[config.mk]
export PLATFORM = sky130hd
export DESIGN_NAME = multicycle_rtype_sequencer
export DESIGN_NICKNAME = d
export VERILOG_FILES = /design/src/rtl/rtype_ctrl_pkg.sv /design/src/rtl/rtype_decoder.sv /design/src/rtl/multicycle_rtype_sequencer.sv
export SDC_FILE = /design/constraint.sdc
export NUM_CORES = 1
export LEC_CHECK = 0
export CAP_MARGIN = 15
export CORE_ASPECT_RATIO = 1.1
export CORE_MARGIN = 3
export CORE_UTILIZATION = 50
export DETAILED_ROUTE_END_ITERATION = 8
export PLACE_DENSITY = 0.86
export SLEW_MARGIN = 20
export SYNTH_ARGS = -nofsm -noshare
export SYNTH_HDL_FRONTEND = slang
export SYNTH_SLANG_ARGS = --single-unit
[constraint.sdc]
create_clock -name clk -period 5.3 [get_ports clk]
set_input_delay 1.06 -clock clk [delete_from_list [all_inputs] [get_ports clk]]
set_output_delay 1.06 -clock clk [all_outputs]
set_load 0.03 [all_outputs]
[src/rtl/rtype_ctrl_pkg.sv]
// Shared types and encoding constants for the R-type control path
// (multi-cycle sequencer and the single-cycle controller).
package rtype_ctrl_pkg;

    typedef enum logic [2:0] {
        IDLE,
        FETCH,
        DECODE,
        EXECUTE,
        WRITEBACK,
        ERROR
    } state_e;

    typedef enum logic [3:0] {
        ALU_ADD  = 4'd0,
        ALU_SUB  = 4'd1,
        ALU_SLL  = 4'd2,
        ALU_SLT  = 4'd3,
        ALU_SLTU = 4'd4,
        ALU_XOR  = 4'd5,
        ALU_SRL  = 4'd6,
        ALU_SRA  = 4'd7,
        ALU_OR   = 4'd8,
        ALU_AND  = 4'd9
    } alu_op_e;

    localparam logic [6:0] OPC_RTYPE = 7'b0110011;
    localparam logic [6:0] F7_BASE   = 7'b0000000;
    localparam logic [6:0] F7_ALT    = 7'b0100000;

endpackage

[src/rtl/rtype_decoder.sv]
// Combinational R-type decode: opcode/funct3/funct7 to legality and ALU operation.
module rtype_decoder
    import rtype_ctrl_pkg::*;
(
    input  logic [6:0] opcode,
    input  logic [2:0] funct3,
    input  logic [6:0] funct7,
    output logic       legal,
    output alu_op_e    alu_op
);

    always_comb begin
        legal  = 1'b0;
        alu_op = ALU_ADD;
        if (opcode == OPC_RTYPE) begin
            if (funct7 == F7_BASE) begin
                legal = 1'b1;
                case (funct3)
                    3'b000:  alu_op = ALU_ADD;
                    3'b001:  alu_op = ALU_SLL;
                    3'b010:  alu_op = ALU_SLT;
                    3'b011:  alu_op = ALU_SLTU;
                    3'b100:  alu_op = ALU_XOR;
                    3'b101:  alu_op = ALU_SRL;
                    3'b110:  alu_op = ALU_OR;
                    default: alu_op = ALU_AND;
                endcase
            end else if (funct7 == F7_ALT) begin
                // Only SUB and SRA exist in the alternate funct7 space.
                case (funct3)
                    3'b000: begin
                        legal  = 1'b1;
                        alu_op = ALU_SUB;
                    end
                    3'b101: begin
                        legal  = 1'b1;
                        alu_op = ALU_SRA;
                    end
                    default: begin
                        legal  = 1'b0;
                        alu_op = ALU_ADD;
                    end
                endcase
            end
        end
    end

endmodule

[src/rtl/multicycle_rtype_sequencer.sv]
// Multi-cycle FETCH/DECODE/EXECUTE/WRITEBACK sequencer for the R-type datapath,
// with fetch timeout and illegal-instruction halting.
module multicycle_rtype_sequencer
    import rtype_ctrl_pkg::*;
#(
    parameter int unsigned ADDR_DATA_WIDTH = 32,
    parameter int unsigned IMEM_TIMEOUT    = 16,
    parameter int unsigned CNT_WIDTH       = 32
) (
    input  logic                       clk,
    input  logic                       reset,
    input  logic                       run,
    input  logic                       imem_valid,
    input  logic [ADDR_DATA_WIDTH-1:0] ir,
    output logic                       imem_req,
    output logic                       ir_load,
    output logic [3:0]                 alu_op,
    output logic                       regfile_write_enable,
    output logic                       pc_en,
    output logic                       illegal_instr,
    output logic                       fetch_timeout,
    output logic                       halted,
    output logic [CNT_WIDTH-1:0]       instr_count
);

    localparam int unsigned WAIT_W = (IMEM_TIMEOUT > 2) ? $clog2(IMEM_TIMEOUT) : 1;
    // The counter value seen in the last allowed FETCH cycle; missing valid there times out.
    localparam logic [WAIT_W-1:0] WAIT_LIMIT = WAIT_W'(IMEM_TIMEOUT - 2);

    state_e            state;
    logic [WAIT_W-1:0] wait_cnt;
    alu_op_e           alu_op_q;
    logic              dec_legal;
    alu_op_e           dec_op;
    logic              unused_ir_bits;

    rtype_decoder u_decoder (
        .opcode (ir[6:0]),
        .funct3 (ir[14:12]),
        .funct7 (ir[31:25]),
        .legal  (dec_legal),
        .alu_op (dec_op)
    );

    assign unused_ir_bits = ^ir[24:15];
    assign ir_load        = (state == FETCH) && imem_valid;
    assign alu_op         = alu_op_q;

    always_ff @(posedge clk or negedge reset) begin
        if (!reset) begin
            state                <= IDLE;
            wait_cnt             <= '0;
            alu_op_q             <= ALU_ADD;
            imem_req             <= 1'b0;
            regfile_write_enable <= 1'b0;
            pc_en                <= 1'b0;
            illegal_instr        <= 1'b0;
            fetch_timeout        <= 1'b0;
            halted               <= 1'b0;
            instr_count          <= '0;
        end else begin
            imem_req             <= 1'b0;
            regfile_write_enable <= 1'b0;
            pc_en                <= 1'b0;
            case (state)
                IDLE: begin
                    if (run) begin
                        state    <= FETCH;
                        imem_req <= 1'b1;
                        wait_cnt <= '0;
                    end
                end
                FETCH: begin
                    if (imem_valid) begin
                        state    <= DECODE;
                        wait_cnt <= '0;
                    end else if (wait_cnt == WAIT_LIMIT) begin
                        state         <= ERROR;
                        fetch_timeout <= 1'b1;
                        halted        <= 1'b1;
                    end else begin
                        wait_cnt <= wait_cnt + 1'b1;
                        imem_req <= 1'b1;
                    end
                end
                DECODE: begin
                    if (dec_legal) begin
                        alu_op_q <= dec_op;
                        state    <= EXECUTE;
                    end else begin
                        state         <= ERROR;
                        illegal_instr <= 1'b1;
                        halted        <= 1'b1;
                    end
                end
                EXECUTE: begin
                    // WRITEBACK strobes and the retire count are registered on entry.
                    state                <= WRITEBACK;
                    pc_en                <= 1'b1;
                    regfile_write_enable <= (ir[11:7] != 5'd0);
                    if (instr_count != '1) begin
                        instr_count <= instr_count + CNT_WIDTH'(1);
                    end
                end
                WRITEBACK: begin
                    if (run) begin
                        state    <= FETCH;
                        imem_req <= 1'b1;
                    end else begin
                        state <= IDLE;
                    end
                end
                ERROR: begin
                    state <= ERROR;
                end
                default: begin
                    state <= IDLE;
                end
            endcase
        end
    end

endmodule

Word-level counts from Yosys, hierarchy flattened

Index checks and enable logic that the tools add are counted.

Flip-flop bits (word level): 49
Bits in latches: 0
Bits in writable memories: 0
Memory bits (read-only): 0
Bits of input ports: 36
Output and inout port bits: 43
Word-level logic and storage cells: 80
Memories: 0

$add $sub $neg: 2
Multipliers: 0
Div/mod/pow operators: 0
Order comparisons: 0
Equality and inequality tests: 21
Shift-type cells: 0
Mux-type cells: 29
Bitwise gates (word level): 2
Reduce and logical (&&, ||, !) cells: 16

Operators with widths:

| cell                  | count |
|---|---|
| $add 32x1->32 const B | 1 |
| $ne 32x32->1 const B  | 1 |
| $pmux 4 s7            | 1 |
| $mux 4                | 6 |
| $pmux 3 s6            | 1 |
| $eq 3x3->1 const B    | 5 |
| $eq 7x6->1 const B    | 2 |
| $mux 1                | 13 |
| $eq 3x2->1 const B    | 4 |
| $mux 3                | 4 |
| $pmux 4 s2            | 1 |
| $reduce_and 2->1      | 4 |
| $logic_not 7->1       | 1 |
| $eq 3x1->1 const B    | 2 |
| $logic_not 3->1       | 2 |
| $ne 2x2->1 const B    | 3 |
| $pmux 3 s2            | 1 |
| $reduce_and 3->1      | 2 |
| $reduce_bool 5->1     | 1 |
| $add 4x1->4 const B   | 1 |
| $eq 4x4->1 const B    | 1 |
| $pmux 1 s2            | 2 |
| $reduce_and 4->1      | 1 |
| $reduce_bool 2->1     | 2 |
| 6 further kinds       | 8 |

Depth between registers and ports, before layout

Depth in word-level cells: 8
Gate-level depth with buffers: 7
Mapped depth without buffers: 7

Modules after synthesis

A second synthesis with hierarchy kept.

Cells, all modules: 229
Area, all modules: 2493.6 um^2

Modules (own cells, without submodules):

| module                     | instances | cells each | area each (um^2) | seq. area each (um^2) |
|---|---|---|---|---|
| multicycle_rtype_sequencer | 1         | 208        | 2336.0           | 1226.2 |
| rtype_decoder              | 1         | 21         | 157.7            | 0.0 |

Worst setup path before layout

No wires, ideal clock.

Kind: input-to-output
Start point: input port imem_valid
End point: output port ir_load
Data arrival time: 1495 ps
Required time: 4240 ps
Slack: 2745 ps
Stages: 3
Buffers on the path: 0
Cells stage by stage: nor2b_1 -> nand2_1 -> inv_1

Longest elaborated chain between the ends: 1

Ends and longest elaborated chain:

| element            | RTL line                         | RTL |
|---|---|---|
| start: declaration | multicycle_rtype_sequencer.sv:13 | `input logic imem_valid,` |
| $logic_and 1x1->1  | multicycle_rtype_sequencer.sv:46 | `assign ir_load = (state == FETCH) && imem_valid;` |
| end: declaration   | multicycle_rtype_sequencer.sv:16 | `output logic ir_load,` |

No other way between the ends.

Worst setup path after layout

Same ends and word-level chain as after synthesis.

==> flow_metrics.py <==
metrics = {
    "clock_tree": {
        "ctsResizeCount": 0,
        "clk_latency_ns": 0.30,
        "root_buffer": "clkbuf_8",
        "clk_pin_slew_ns": 0.09,
        "postCtsSetupBuffers": 0,
        "ctsHoldBuffers": 0,
        "clockBufferDepth": 2,
        "clkSinkCount": 49,
        "h-tree-depth": 2,
        "cts_tree": "built",
        "cts_buffers": 5,
    },
    "setup_path": {
        "worstPathArrival_ns": 2.65,
        "path_buf_inv": 3,
        "crit_type": "in2out",
        "critPathMaxStageDelay_ns": 0.67,
        "slowest_stage": "clkdlybuf4s50_1",
        "crit_fanout": 5,
        "reg2reg_slack_ns": 2.95,
        "end_kind": "primary output",
        "crit_top_cell": "clkdlybuf4s50_1",
        "crit_required_ns": 4.24,
        "cp_cell_sequence": "clkdlybuf4s50_1 -> nor2b_1 -> nand2_1 -> inv_1 -> clkdlybuf4s50_1",
        "cp-start-kind": "primary input",
        "crit_family": "buffers and inverters",
    },
    "route": {
        "firstDrtPassIters": 4,
        "drt-total-wl_um": 5507,
        "remaining_drc_errors": 0,
        "viasPerCell": 5.465,
        "wl_per_cell_um": 14.96,
        "antenna_left": 0,
        "vias": 2011,
        "drt_iter0_markers": 133,
    },
    "sta": {
        "final-setup-viol-count": 0,
        "hold_slack_ns": 0.4832,
        "fin_setup_tns_ns": 0,
        "max_slew_margin_pct": 60.87,
        "worst_pin_slew_ns": 0.5722,
        "skew_ns": 0.01080,
        "slew_viol_final": 0,
        "timing.final.crit_share_pct": 70.03,
        "timing.fmax_mhz": 269.4,
        "timing.final.crit_period_ns": 3.712,
        "final_hold_viol_count": 0,
        "rsz0062_at_grt": "no",
    },
    "finish": {
        "antenna_cells": 0,
        "fill_cells": 370,
        "fin_nets": 350,
        "drive_gt1_share_pct": 6.410,
        "area_delta_synth_final_pct": 34.66,
        "final_core_util_pct": 70.57,
    },
    "logic_synthesis": {
        "synth_cells": 242,
        "synth.area.top_cells": "dfrtp_1 (50%), xor2_1 (7.8%), nand2_1 (4.3%)",
        "syn_nets": 281,
        "yosys.area.top_type": "dfrtp_1",
        "async_reset_ff_share_pct": 100.0,
        "synth_cell_type_count": 47,
        "yosysTopAreaCellShare_pct": 49.95,
        "synth_edf_count": 0,
        "yosysWarnings": 0,
        "synth-seq-cells": 49,
        "synth_flop_cell": "dfrtp_1",
        "syn-cell-area_um2": 2455,
        "seq_area_frac_synth_pct": 49.95,
        "syn_avg_cell_area_um2": 10.14,
    },
    "floorplan": {
        "dieArea_um2": 5788,
        "ioPinCount": 79,
        "die_x_um": 72.81,
        "initial_core_util_pct": 52.40,
        "coreArea_um2": 4684,
        "die_y_um": 79.49,
        "rows": 26,
    },
    "grt": {
        "gr-total-overflow": 0,
        "met2_usage_pct": 34.93,
        "grt_use_met3_pct": 4.030,
        "grt.total_usage_pct": 20.09,
        "antenna_found_initial": 0,
        "grt_pass1_wl_um": 9121,
        "grt.busiest_layer": "met2",
        "first_global_vias": 1993,
        "grt_max_degree": 50,
        "use_met1_pct": 24.96,
    },
    "place": {
        "hpwl_um": 4043,
        "io_buffers": 68,
        "routabilityCongestion": 0.7868,
    },
    "pwr": {
        "p_leak_nw": 1.537,
        "powerDensity_nw_per_um2": 326.4,
        "vdd_ir_drop_max_mv": 0.1627,
    },
    "run_status": {
        "status": "completed",
    },
    "hold_path": {
        "hp-class": "reg2reg",
    },
    "job": {
        "drv_cap": 0,
    },
}
-- where the power goes --
part	total, mW	switching, mW	internal (mW)
sequential	0.481	0.0643	0.416
clock	0.315	0.125	0.190
combinational	0.283	0.159	0.124
-- state kept, by name, summed over array words and instances (netlist names) --
signal	cells
regfile_write_enable	1
state	3
pc_en	1
instr_count	32
fetch_timeout	1
halted	1
illegal_instr	1
alu_op	4
wait_cnt	4
imem_req	1
-- path summary, 6_finish.rpt --
kind / to / from / cells past startpoint
max in group asynchronous: state[1]$_DFFE_PN0P_ / reset / 1
min reg2reg: fetch_timeout$_DFFE_PN0P_ / fetch_timeout$_DFFE_PN0P_ / 1
min in group asynchronous: instr_count[26]$_DFFE_PN0P_ / reset / 1
max: ir_load / imem_valid / 5
min: fetch_timeout$_DFFE_PN0P_ / fetch_timeout$_DFFE_PN0P_ / 1
max reg2reg: instr_count[30]$_DFFE_PN0P_ / state[2]$_DFFE_PN0P_ / 5
-- kinds of logic (layout without fill, tap and decap cells) --
| family | after synthesis | count (layout) | synth area share [%] |
|---|---|---|---|
| DFF | 49 | 49 | 49.95 |
| and+or+nand+nor | 116 | 116 | 24.87 |
| AOI/OAI and AO/OA | 24 | 24 | 7.340 |
| buffers and inverters | 12 | 82 | 2.344 |
| adders and majority gates | 3 | 3 | 1.529 |
| muxes | 5 | 5 | 2.192 |
| xor gates and xnor gates | 33 | 33 | 11.77 |
-- stage by stage --
step                      power [mW]  area [um2]  cells  setup WS [ns]
after floorplan               0.6576        2455    242          2.745
after global placement        0.7562        3166    360          1.611
after detailed placement      0.7696        3166    360          1.603
after CTS                      1.090        3303    368          1.597
after global routing           1.139        3306    368          1.488
final                          1.079        3306    368          1.588
-- layout make-up --
type | count | area, um2 | area share (%)
tap | 56 | 70.07 | 2.120
clock inverter | 3 | 68.82 | 2.082
timing repair buffer | 68 | 678.2 | 20.51
inverter | 6 | 22.52 | 0.6813
sequential | 49 | 1226 | 37.09
clock buffer | 5 | 68.82 | 2.082
multi-input combinational | 181 | 1171 | 35.43
-- layout by cell type (no fill, tap or decap), types with 3 or more instances in the layout --
master and count:
nor2b_1 4, clkdlybuf4s50_1 67, ha_1 3, xnor2_1 11, nor3_1 11, clkbuf_8 5
nand3_1 13, nor4_1 7, and3_1 9, nand4_1 5, inv_1 6, a21oi_1 5
dfrtp_1 49, xor2_1 22, o21ai_0 6, mux2_2 3, nor2_1 21, nand2_1 28
nand2b_1 3
-- per-layer routing --
layer	part of all wire [%]	wire length, um
met1	42	2309
met2	51	2823
met3	5.2	289
met4	1.5	84
met5	0	0
-- worst register-to-register path, stage by stage, from the launching register on --
cell,delay [ns]
dfrtp_1,0.49
nand3b_1,0.31
nor4_1,0.50
nand3_1,0.35
nor4_1,0.44
xor2_1,0.19
-- cell usage after synthesis (2+ instances only) --
library cell / n
mux2i_1: 2
xnor2_1: 11
nand2b_1: 3
a21oi_1: 5
nor2b_1: 4
and3_1: 9
xor2_1: 22
nor2_1: 21
dfrtp_1: 49
nor3_1: 11
or4_1: 2
a21o_1: 2
nand4_1: 5
clkbuf_1: 3
mux2_2: 3
nand3_1: 13
nand4_2: 2
inv_1: 6
o21ai_0: 6
nand2_1: 28
nor4_1: 7
ha_1: 3
Power figures use the tool's default switching activity.
